### config.mk
export PLATFORM = sky130hd
export DESIGN_NAME = wb_regfile
export DESIGN_NICKNAME = d
export VERILOG_FILES = /design/src/rtl/wb_regfile.sv
export SDC_FILE = /design/constraint.sdc
export NUM_CORES = 2
export LEC_CHECK = 0
export CELL_PAD_IN_SITES_DETAIL_PLACEMENT = 2
export CELL_PAD_IN_SITES_GLOBAL_PLACEMENT = 2
export CORE_AREA = 2 2 389 391
export DETAILED_ROUTE_END_ITERATION = 12
export DIE_AREA = 0 0 391 393
export GPL_ROUTABILITY_DRIVEN = 0
export GPL_TIMING_DRIVEN = 0
export PLACE_DENSITY = 0.85
export REMOVE_ABC_BUFFERS = 1
export SETUP_SLACK_MARGIN = 0.3
export SKIP_CTS_REPAIR_TIMING = 1
export SYNTH_ARGS = -nofsm -noshare
export SYNTH_HDL_FRONTEND = slang
export SYNTH_SLANG_ARGS = --single-unit
### constraint.sdc
create_clock -name clk -period 2.7 [get_ports clk]
set_input_delay 0.54 -clock clk [delete_from_list [all_inputs] [get_ports clk]]
set_output_delay 0.54 -clock clk [all_outputs]
set_load 0.02 [all_outputs]
### src/rtl/wb_regfile.sv
// Write-back stage register file: 32 GPRs plus HI/LO, with WB bypass on GPR reads and MEM/WB forwarding on HI/LO.
// Reads are combinational and take zero cycles; writes commit on the rising edge. No backpressure: every write is taken.
module wb_regfile #(
    parameter int DATA_W = 32,
    parameter int ADDR_W = 5,
    parameter int NREGS  = 32
) (
    input  logic              clk,
    input  logic              rst,
    input  logic [ADDR_W-1:0] wb_wd,
    input  logic              wb_wreg,
    input  logic [DATA_W-1:0] wb_wdata,
    input  logic              wb_whilo_i,
    input  logic [DATA_W-1:0] wb_hi_i,
    input  logic [DATA_W-1:0] wb_lo_i,
    input  logic              mem_whilo_i,
    input  logic [DATA_W-1:0] mem_hi_i,
    input  logic [DATA_W-1:0] mem_lo_i,
    input  logic              re1,
    input  logic [ADDR_W-1:0] raddr1,
    output logic [DATA_W-1:0] rdata1,
    input  logic              re2,
    input  logic [ADDR_W-1:0] raddr2,
    output logic [DATA_W-1:0] rdata2,
    output logic [DATA_W-1:0] hi_o,
    output logic [DATA_W-1:0] lo_o
);

    logic [DATA_W-1:0] regs [NREGS];
    logic [DATA_W-1:0] hi_q;
    logic [DATA_W-1:0] lo_q;

    always_ff @(posedge clk) begin
        if (rst) begin
            for (int i = 0; i < NREGS; i++) begin
                regs[i] <= '0;
            end
        end else if (wb_wreg && (wb_wd != '0)) begin
            regs[wb_wd] <= wb_wdata;
        end
    end

    always_ff @(posedge clk) begin
        if (rst) begin
            hi_q <= '0;
            lo_q <= '0;
        end else if (wb_whilo_i) begin
            hi_q <= wb_hi_i;
            lo_q <= wb_lo_i;
        end
    end

    // Write-through bypass lets ID see a value being written back this cycle.
    always_comb begin
        rdata1 = '0;
        if (rst || !re1 || (raddr1 == '0)) begin
            rdata1 = '0;
        end else if (wb_wreg && (wb_wd == raddr1)) begin
            rdata1 = wb_wdata;
        end else begin
            rdata1 = regs[raddr1];
        end
    end

    always_comb begin
        rdata2 = '0;
        if (rst || !re2 || (raddr2 == '0)) begin
            rdata2 = '0;
        end else if (wb_wreg && (wb_wd == raddr2)) begin
            rdata2 = wb_wdata;
        end else begin
            rdata2 = regs[raddr2];
        end
    end

    // MEM holds the younger instruction, so its HI/LO take precedence over WB.
    always_comb begin
        hi_o = hi_q;
        lo_o = lo_q;
        if (rst) begin
            hi_o = '0;
            lo_o = '0;
        end else if (mem_whilo_i) begin
            hi_o = mem_hi_i;
            lo_o = mem_lo_i;
        end else if (wb_whilo_i) begin
            hi_o = wb_hi_i;
            lo_o = wb_lo_i;
        end
    end

endmodule

==> run metrics <==
status=complete, but fails checks; failing checks=capacitance limit, slew limit, setup timing; Synth warnings=0; Final setup viols=between 400 and 500; hpwl dp=about 150 mm; endpoint type of the worst setup path=output pin; Reg2Reg Depth=2; root buf cell=clkbuf_16; Worst EP arrival=~3.1 ns; skew final=0 ns; initial antenna violation count=21; pre-CTS setup slack=-3.10 ns; area share of the largest cell type after synthesis=between 50 and 60%; Seq/Total Area, Yosys=about 55%; Die H=393 µm; vias in the first global route=around 46k; WL met3=approximately 43 mm; worst hold path depth=3; ys flop type=edfxtp_1; crit path kind=input pin to output pin; RSZ-0062 raised after global routing=true; Max Clock Freq=around 280 MHz; number of synthesized flops with an enable pin=roughly 1.0k; Max H-tree Level=3; vias post-DR=approximately 48k; # fillers=13.7k; Reg clk slew, reported paths=about 0.060 ns; min-delay src=wb_whilo_i; clock network latency to the later pin of the worst-skew pair=0.75 ns; measured slew at the worst slew-check pin=roughly 1.6 ns; CTS Buf Count=between 100 and 150; CTS Sinks=1088; PortBufs=309; initial cell density of the core=38.9%; Tot Pwr=0.0446 W; clk buf depth=3; IO Count=310; CP max stage cell=o21ai_2; crit-path max FO=24; drt total wl=about 320 mm; largest net degree at the start of global routing=around 110; worst hold path class=input pin to register; die area=154000 µm²; count leader, synth=edfxtp_1; Core Region=about 150000 µm²; worst r2r src=lo_q[14]; global route total overflow=0; placed insts=between 6k and 7k; Power Density=just over 600 nW/µm²; Residual DRC=0; Post-Syn Area=58100 µm²; Worst Slack Setup Final=-0.934 ns; post-synthesis cell count=4234; Slew Viols, Final=between 80 and 90; first-pass GRT wire length=347 mm; Detailed Route Iter0 Violations=between 7k and 8k; Crit path top cell by count=buf_16; top cells by area, synth=edfxtp_1, mux4_2, and2_1, mux2i_1, dfxtp_1; First-pass DRT Iterations=6; # nets final=4811; TritonCTS clock tree=done; Synth Area per Inst=13.7 µm²; Synth area leader=edfxtp_1; total leakage power=26.3 nW; wire length on met1=roughly 100 mm; Slew headroom=-8.28%; share of cells above drive strength 1=between 30% and 40%; WL/cell=48.2 µm; RR Endpoint=lo_q[14]; die width=about 390 µm; Setup crit start kind=input pin; Yosys reg bits=about 1.1k; area grow syn2layout=26.0%; Vias/cell=7.24; CP required=approximately 2.2 ns; CP max stage delay=approximately 0.71 ns; Synth top cells by count=edfxtp_1, and2_1, mux4_2, clkbuf_1, mux2i_1; reg2reg setup slack=1.96 ns; Fin Hold WS=0.235 ns; Critical Path, Cell by Cell=buf_16 > buf_16 > clkbuf_16 > mux4_2 > mux2i_2 > o21ai_2 > o2111ai_2 > nand2_2 > buf_6; distinct cell type count of the synthesized netlist=47; highest routed metal layer=met5; GRT Total Usage=a little under a third; number of placement rows=approximately 140; DRT antenna net count=0; Final period util=135%; WHS Endpoint=lo_q[22]; Max Cap Viol=4; asr flop ratio synth=0%; routed length on met2=roughly 140 mm; Final Hold Violating Endpoints=0; Layout Cells excl Fill=6685; Final Critical Period=between 3 and 4 ns; peak supply drop=0.494 mV; Setup TNS Final=-73.12 ns
## sequential cells by signal, summed over array words and instances (netlist names)
register,flops
hi_q,32
lo_q,32
regs,1024
## layout make-up
| class | instances | area, µm² | area share, % |
|---|---|---|---|
| Sequential cell | 1088 | 32000 | 43.7 |
| Multi-Input combinational cell | 2739 | 26400 | 36.0 |
| Timing Repair Buffer | 682 | 8690 | 11.9 |
| Clock buffer | 149 | 3150 | 4.31 |
| Tap cell | 1944 | 2430 | 3.32 |
| Clock inverter | 69 | 523 | 0.714 |
| Antenna cell | 14 | 35.0 | 0.0478 |
## critical path: cells and delay by family
family | cells | cell delay, ns
AOI/OAI and AO/OA | 2 | 0.96
buffers and inverters | 4 | 0.90
muxes | 2 | 0.38
and+or+nand+nor | 1 | 0.19
## power by group
| group | internal (W) | switching [W] |
|---|---|---|
| Clock | 0.00890 | 0.00812 |
| Sequential | 0.0194 | 0.000792 |
| Combinational | 0.00292 | 0.00445 |
| Total | 0.0312 | 0.0134 |
## per-layer routing
layer  GRT usage (%)  vias up
li1                -    16800
met4            20.7       14
met5               0        -
met3            8.20     2016
met1            37.3    24400
met2            52.2     5208
## cells by family (layout without fill, tap and decap cells)
logic type	Yosys count	in the layout	share of synthesized area [%]
buffers and inverters	448	900	3.39
flip-flops	1088	1088	55.1
XOR/XNOR	10	10	0.151
AO/OA/AOI/OAI	415	415	5.06
multiplexers	740	740	21.6
other	1	46	0.00645
AND/OR/NAND/NOR	1532	1542	14.7
## through the flow
step	cell area [µm²]	util, %
3_5_place_dp	63900	42.8
3_3_place_gp	61800	41.4
6_report	73200	49.1
5_1_grt	73200	49.1
2_1_floorplan	56200	-
4_1_cts	67600	45.3
## worst max path at each step
stage	from	endpoint	slack (ns)	cells past startpoint
2_1_floorplan	raddr2[0]	rdata2[30]	-1.71	4
3_3_place_gp	raddr2[0]	rdata2[19]	-37.17	7
3_5_place_dp	raddr2[0]	rdata2[20]	-3.10	13
4_1_cts	raddr2[0]	rdata2[20]	-3.12	13
5_1_grt	raddr2[0]	rdata2[18]	-1.01	11
6_report	raddr2[1]	rdata2[22]	-0.93	9
## cells in the final DEF, fill, tap and decap left out, types with 18 or more instances in the layout
cell type	n
buf_16	45
or2_4	33
nand2_2	41
clkinv_1	33
nand3_2	21
mux2_2	62
dfxtp_1	64
buf_6	69
clkbuf_16	168
o22ai_1	45
a21oi_1	88
mux2i_2	21
nor2_4	35
a32o_2	32
mux2i_1	244
edfxtp_1	1024
o2111ai_2	19
mux4_2	403
clkdlybuf4s50_1	212
nand2_1	136
conb_1	32
a22oi_1	34
and2_1	995
buf_12	78
clkbuf_1	27
buf_4	197
nor2_1	195
a22o_1	18
nand4_1	22
a22oi_2	33
No activity file was read; power rests on OpenSTA's default activity.
